[config.mk]
export PLATFORM = sky130hd
export DESIGN_NAME = kf8237_timing_and_control
export DESIGN_NICKNAME = d
export VERILOG_FILES = /design/src/rtl/kf8237_common_pkg.sv /design/src/rtl/kf8237_strobe_decoder.sv /design/src/rtl/kf8237_timing_and_control.sv
export SDC_FILE = /design/constraint.sdc
export NUM_CORES = 1
export LEC_CHECK = 0
export CELL_PAD_IN_SITES_DETAIL_PLACEMENT = 1
export CELL_PAD_IN_SITES_GLOBAL_PLACEMENT = 1
export CORE_AREA = 8 8 69 71
export CTS_CLUSTER_SIZE = 10
export DETAILED_ROUTE_END_ITERATION = 6
export DIE_AREA = 0 0 77 79
export PLACE_DENSITY = 0.72
export SYNTH_ARGS = -nofsm -noshare
export SYNTH_HDL_FRONTEND = slang
export SYNTH_SLANG_ARGS = --single-unit
[constraint.sdc]
create_clock -name clock -period 2.1 [get_ports clock]
set_input_delay 0.42 -clock clock [delete_from_list [all_inputs] [get_ports clock]]
set_output_delay 0.42 -clock clock [all_outputs]
set_load 0.05 [all_outputs]
[src/rtl/kf8237_common_pkg.sv]
`default_nettype none
// ============================================================================
// Module      : kf8237_common_pkg
// Description : Shared state, transfer-mode and transfer-type encodings.
// Revision    : 1.0 - initial release
// ============================================================================
package kf8237_common_pkg;

    typedef logic [2:0] state_t;

    localparam state_t ST_SI = 3'd0;
    localparam state_t ST_S0 = 3'd1;
    localparam state_t ST_S1 = 3'd2;
    localparam state_t ST_S2 = 3'd3;
    localparam state_t ST_S3 = 3'd4;
    localparam state_t ST_S4 = 3'd5;
    localparam state_t ST_SC = 3'd6;

    localparam logic [1:0] MODE_DEMAND  = 2'b00;
    localparam logic [1:0] MODE_SINGLE  = 2'b01;
    localparam logic [1:0] MODE_BLOCK   = 2'b10;
    localparam logic [1:0] MODE_CASCADE = 2'b11;

    localparam logic [1:0] TYPE_VERIFY = 2'b00;
    localparam logic [1:0] TYPE_WRITE  = 2'b01;
    localparam logic [1:0] TYPE_READ   = 2'b10;

    // Lowest set bit wins so a malformed grant still yields a defined channel.
    function automatic logic [1:0] onehot_to_index(input logic [3:0] onehot);
        logic [1:0] idx;
        idx = 2'd0;
        for (int i = 3; i >= 0; i--) begin
            if (onehot[i]) begin
                idx = 2'(i);
            end
        end
        return idx;
    endfunction

endpackage
`default_nettype wire

[src/rtl/kf8237_strobe_decoder.sv]
`default_nettype none
// ============================================================================
// Module      : kf8237_strobe_decoder
// Description : Next-value decode of the four bus strobes from state and type.
// Revision    : 1.0 - initial release
// ============================================================================
module kf8237_strobe_decoder
    import kf8237_common_pkg::*;
#(
    parameter int EXTENDED_WRITE = 0
) (
    input  logic [2:0] state,
    input  logic [1:0] transfer_type,
    output logic       ior_n,
    output logic       iow_n,
    output logic       memr_n,
    output logic       memw_n
);

    logic read_on;
    logic write_on;

    always_comb begin
        read_on  = (state == ST_S2) || (state == ST_S3);
        write_on = (state == ST_S3) || ((EXTENDED_WRITE != 0) && (state == ST_S2));
        ior_n    = 1'b1;
        iow_n    = 1'b1;
        memr_n   = 1'b1;
        memw_n   = 1'b1;
        case (transfer_type)
            TYPE_WRITE: begin
                ior_n  = ~read_on;
                memw_n = ~write_on;
            end
            TYPE_READ: begin
                memr_n = ~read_on;
                iow_n  = ~write_on;
            end
            default: begin
            end
        endcase
    end

endmodule
`default_nettype wire

[src/rtl/kf8237_timing_and_control.sv]
`default_nettype none
// ============================================================================
// Module      : kf8237_timing_and_control
// Description : 8237 bus-cycle FSM (HRQ/HLDA, strobes, READY, TC/EOP).
//               Optional KF8237_COMPRESSED_TIMING_EN adds compressed_timing.
// Revision    : 1.0 - initial release
// ============================================================================
module kf8237_timing_and_control
    import kf8237_common_pkg::*;
#(
    parameter int EXTENDED_WRITE = 0
) (
    input  logic       clock,
    input  logic       reset_n,
    input  logic       master_clear,
    input  logic       controller_disable,
    input  logic [3:0] encoded_dma,
    input  logic [7:0] mode_transfer,
    input  logic [7:0] mode_type,
    input  logic       hlda,
    input  logic       ready,
    input  logic       terminal_count,
    input  logic       eop_n_in,
`ifdef KF8237_COMPRESSED_TIMING_EN
    input  logic       compressed_timing,
`endif
    output logic       hrq,
    output logic       aen,
    output logic       adstb,
    output logic       ior_n,
    output logic       iow_n,
    output logic       memr_n,
    output logic       memw_n,
    output logic [3:0] dma_acknowledge_internal,
    output logic       end_of_process,
    output logic       eop_n_out,
    output logic       next_word,
    output logic [1:0] dma_rotate
);

    state_t     state_q, state_d;
    logic [1:0] ch_q, ch_d;
    logic       term_q, term_d;
    logic       hrq_q, hrq_d;
    logic       aen_q, aen_d;
    logic       adstb_q, adstb_d;
    logic       ior_n_q, ior_n_d;
    logic       iow_n_q, iow_n_d;
    logic       memr_n_q, memr_n_d;
    logic       memw_n_q, memw_n_d;
    logic [3:0] dack_q, dack_d;
    logic       eop_q, eop_d;
    logic       next_word_q, next_word_d;
    logic [1:0] rotate_q, rotate_d;

    logic [1:0] w_mode;
    logic       w_req;
    logic       w_term;
    logic       w_skip_s1;
    state_t     w_repeat_state;

    assign w_mode = mode_transfer[{ch_q, 1'b0} +: 2];
    assign w_req  = encoded_dma[ch_q];
    // term_q holds any TC/EOP seen during S3; S4 also looks at the live inputs.
    assign w_term = term_q | terminal_count | ~eop_n_in;

`ifdef KF8237_COMPRESSED_TIMING_EN
    assign w_skip_s1 = compressed_timing &&
                       ((w_mode == MODE_BLOCK) || (w_mode == MODE_DEMAND));
`else
    assign w_skip_s1 = 1'b0;
`endif
    assign w_repeat_state = w_skip_s1 ? ST_S2 : ST_S1;

    always_comb begin
        state_d = state_q;
        ch_d    = ch_q;
        case (state_q)
            ST_SI: begin
                if ((encoded_dma != 4'b0000) && !controller_disable) begin
                    ch_d    = onehot_to_index(encoded_dma);
                    state_d = ST_S0;
                end
            end
            ST_S0: begin
                if (!w_req) begin
                    state_d = ST_SI;
                end else if (hlda) begin
                    state_d = (w_mode == MODE_CASCADE) ? ST_SC : ST_S1;
                end
            end
            ST_S1: state_d = ST_S2;
            ST_S2: state_d = ST_S3;
            ST_S3: begin
                if (ready) begin
                    state_d = ST_S4;
                end
            end
            ST_S4: begin
                if (!hlda || w_term) begin
                    state_d = ST_SI;
                end else begin
                    case (w_mode)
                        MODE_DEMAND: state_d = w_req ? w_repeat_state : ST_SI;
                        MODE_BLOCK:  state_d = w_repeat_state;
                        default:     state_d = ST_SI;
                    endcase
                end
            end
            ST_SC: begin
                if (!w_req) begin
                    state_d = ST_SI;
                end
            end
            default: state_d = ST_SI;
        endcase
    end

    always_comb begin
        term_d      = (state_q == ST_S3) ? w_term : 1'b0;
        hrq_d       = (state_d != ST_SI);
        aen_d       = (state_d == ST_S1) || (state_d == ST_S2) ||
                      (state_d == ST_S3) || (state_d == ST_S4);
        adstb_d     = (state_d == ST_S1);
        dack_d      = (aen_d || (state_d == ST_SC)) ? (4'b0001 << ch_d) : 4'b0000;
        next_word_d = (state_d == ST_S4);
        eop_d       = (state_q == ST_S4) && w_term;
        rotate_d    = ((state_q == ST_S4) && (state_d == ST_SI)) ? ch_q : rotate_q;
    end

    kf8237_strobe_decoder #(
        .EXTENDED_WRITE (EXTENDED_WRITE)
    ) u_strobe_decoder (
        .state         (state_d),
        .transfer_type (mode_type[{ch_d, 1'b0} +: 2]),
        .ior_n         (ior_n_d),
        .iow_n         (iow_n_d),
        .memr_n        (memr_n_d),
        .memw_n        (memw_n_d)
    );

    always_ff @(posedge clock) begin
        if (!reset_n || master_clear) begin
            state_q     <= ST_SI;
            ch_q        <= 2'd0;
            term_q      <= 1'b0;
            hrq_q       <= 1'b0;
            aen_q       <= 1'b0;
            adstb_q     <= 1'b0;
            ior_n_q     <= 1'b1;
            iow_n_q     <= 1'b1;
            memr_n_q    <= 1'b1;
            memw_n_q    <= 1'b1;
            dack_q      <= 4'b0000;
            eop_q       <= 1'b0;
            next_word_q <= 1'b0;
            rotate_q    <= 2'b11;
        end else begin
            state_q     <= state_d;
            ch_q        <= ch_d;
            term_q      <= term_d;
            hrq_q       <= hrq_d;
            aen_q       <= aen_d;
            adstb_q     <= adstb_d;
            ior_n_q     <= ior_n_d;
            iow_n_q     <= iow_n_d;
            memr_n_q    <= memr_n_d;
            memw_n_q    <= memw_n_d;
            dack_q      <= dack_d;
            eop_q       <= eop_d;
            next_word_q <= next_word_d;
            rotate_q    <= rotate_d;
        end
    end

    assign hrq                      = hrq_q;
    assign aen                      = aen_q;
    assign adstb                    = adstb_q;
    assign ior_n                    = ior_n_q;
    assign iow_n                    = iow_n_q;
    assign memr_n                   = memr_n_q;
    assign memw_n                   = memw_n_q;
    assign dma_acknowledge_internal = dack_q;
    assign end_of_process           = eop_q;
    assign eop_n_out                = ~eop_q;
    assign next_word                = next_word_q;
    assign dma_rotate               = rotate_q;

endmodule
`default_nettype wire

==> results.md <==
* Placed Cells at 230
* Total track usage at 0.1201
* Cts bufs inserted at 3
* Commonest non-fill, non-tap cells in the layout: 39 x clkdlybuf4s50_1, 26 x buf_4, 21 x dfxtp_1
* Hold Vio Cnt, Final at 0
* Critical Path Source Type: input pin
* Filler instances at about 460
* Top cells by area, synth: dfxtp_1 41%, mux4_2 6.6%, nor2_1 6.3%
* XOR/XNOR share of the synthesized area at 0
* Leak at 0.7115 nW
* GP Congestion at 0.8613
* Total negative slack at 0 ns
* Top cell type's share of synthesized area at 0.4118
* CTS hold repair buffers at 0
* Main combinational cell family by area after synthesis: simple AND/OR/NAND/NOR gates
* Later-pin clock latency in the skew report at roughly 0.26 ns
* Crit Path Class: in -> reg
* IO Port Bufs at 43
* H-Tree Depth at 1
* Initial DRC count at 86
* Initial core utilization at 0.2688
* Post-synthesis compound-gate area fraction at 0.1458
* Grt ovf at 0
* Vias in the first global route at 1218
* CTS root buf: clkbuf_8
* Run status: finished, final reports clean
* First-pass GRT wire length at 5.865 mm
* Synth Area in Simple Gates at 0.3272
* Cell Rows at 23
* Die area at slightly above 6000 um2
* Worst-margin pin slew at just over 0.5 ns
* DIE HEIGHT at 79 um
* Slew Viols, Final at 0
* CTS tree: built
* Area of the multi-input gates at around 620 um2
* Crit-path slowest cell: or4_4
* Min-Delay Path Class: reg -> reg
* Synth unique cells at 30
* MaxCap Viol Count at 0
* Setup-failing EPs final at 0
* Final hold slack at 0.5387 ns
* Final antenna-violating net count at 0
* Fin crit share at 0.9898
* Number of nets in the layout at roughly 210
* Average size of a mapped cell at 8.878 um2
* Fin crit period at approximately 2.1 ns
* Vias after detailed routing at around 1100
* Final Power at 0.0008748 W
* CP max stage delay at ~0.46 ns
* Async set-reset flop share out of synthesis at 0
* Crit path capture type: flop
* Core area at 3799 um2
* Critical Path AT at 2.22 ns
* Die X at roughly 77 um
* Peak Freq at between 0.4 and 0.5 GHz
* Net Count, Synth at 143
* Final Skew at 0.003623 ns
* Avg Vias per Cell at just under 5
* Largest net degree at the start of global routing at 14
* WL/cell at around 16 um
* Power Dens Cells at 487.9 nW/um2
* Synthesized instance count at 115
* Worst VDD drop at 0.2115 mV
* Sequential share of the synthesized area at 0.4118
* Cell Area, Synth at a little over 1000 um2
* Req. time, crit path at 2.24 ns
* Slew margin rel. at 0.6550
* RSZ-0062 raised after global routing: yes
* Adder-Cell Fraction of Synth Area at 0
* Family with the most delay on the worst path: simple AND/OR/NAND/NOR gates
* DP HPWL at between 3 and 4 mm
* Non-filler cells in the finished layout at 235
* Most common cell after layout, fill and taps aside: clkdlybuf4s50_1
* Synth-to-layout area growth at 75.61%
* Critical path, cell by cell: clkdlybuf4s50_1, or4_4, o21ba_1, or3_4, a211oi_2, o21ai_0
* Final wirelength at 3.744 mm
* Area leader, netlist: dfxtp_1
* Synthesized flop and latch total at 21
* Top-Level Pins at 44
* Diodes inserted at 0
* Number of synthesized flops with an enable pin at 0
* Ys flop type: dfxtp_1
* # clock sinks at 21
* Clock Path Buffers at 2
* Drt drc at 0
* Initial antenna violation count at 0
* CP bufs+invs at 1
* Crit-path max FO at 4
* DRT Pass-1 Iters at 4
* Share of cells above drive strength 1 at 0.2432
* CTS clk-pin slew, worst paths at 0.08 ns
* Post-synthesis mux area share at 0.08578
* Number of synthesis warnings at 0
* Sequential cell area at between 400 and 500 um2
[routing by layer]
layer | global-route usage | wire length, um
met4 | 0.05094 | 58
met5 | 0 | 0
met3 | 0.02709 | 142
met1 | 0.1187 | 1484
met2 | 0.2353 | 2058
[final timing paths]
kind,startpoint,depth (start not counted),end,slack [ns]
hold / removal,dma_rotate[0]$_SDFFE_PP1P_,2,dma_rotate[0]$_SDFFE_PP1P_,0.54
setup reg to reg,state_q[2]$_SDFF_PP0_,5,memw_n$_SDFF_PP1_,0.17
hold reg to reg,dma_rotate[0]$_SDFFE_PP1P_,2,dma_rotate[0]$_SDFFE_PP1P_,0.54
setup / recovery,controller_disable,6,memw_n$_SDFF_PP1_,0.02
[stage by stage]
step,setup WS [ns],utilization,instance area [um2]
floorplan,0.2170,-,1021
global placement,-0.2478,0.4430,1683
detailed placement,-0.3385,0.4430,1683
CTS,0.02410,0.4621,1755
global route,-0.01390,0.4720,1793
finish,0.02150,0.4720,1793
[where the power goes]
group	internal (W)	switching, W
Combinational	0.000115	0.0000876
Sequential	0.000403	0.00000304
Clock	0.000132	0.000135
[registers in the layout, indices dropped and copies added, names as in the netlist]
| register | cells |
|---|---|
| ior_n | 1 |
| dma_rotate | 2 |
| aen | 1 |
| adstb | 1 |
| next_word | 1 |
| state_q | 3 |
| memw_n | 1 |
| iow_n | 1 |
| dma_acknowledge_internal | 4 |
| end_of_process | 1 |
| ch_q | 2 |
| term_q | 1 |
| memr_n | 1 |
| hrq | 1 |
[tightest hold or removal path: stages (launching register included)]
cell and delay [ns]:
dfxtp_1 0.32, nor2_1 0.10, mux2i_1 0.07
[Yosys cell counts, types with 2 or more instances]
master	count
nand2b_1	6
dfxtp_1	21
nand3b_1	2
nand2_1	3
o21ai_0	6
nor2_1	17
nor3b_1	4
a211oi_1	5
inv_1	3
nor2b_1	8
mux4_2	3
mux2i_1	2
a21oi_1	6
o21ba_1	2
clkbuf_1	2
nor3_1	11
[what timing repair did]
item / in CTS / in global routing
pin swaps: 0 / 3
buffers inserted: 0 / 1
endpoints found under the setup margin: 4 / 9
gates resized for setup: 6 / 9
[cell families after synthesis]
kind of cell,count (synthesis)
buffers and inverters,6
AND/OR/NAND/NOR,60
AO/OA/AOI/OAI,23
flip-flops,21
multiplexers,5
[layout make-up]
cell class                 count  area share
tap                           50     0.03489
multi-input combinational     88      0.3440
clock inverter                 1    0.002791
timing repair buffer          69      0.3545
clock buffer                   3     0.02303
inverter                       3    0.006281
sequential                    21      0.2345
Power figures use the tool's default switching activity.
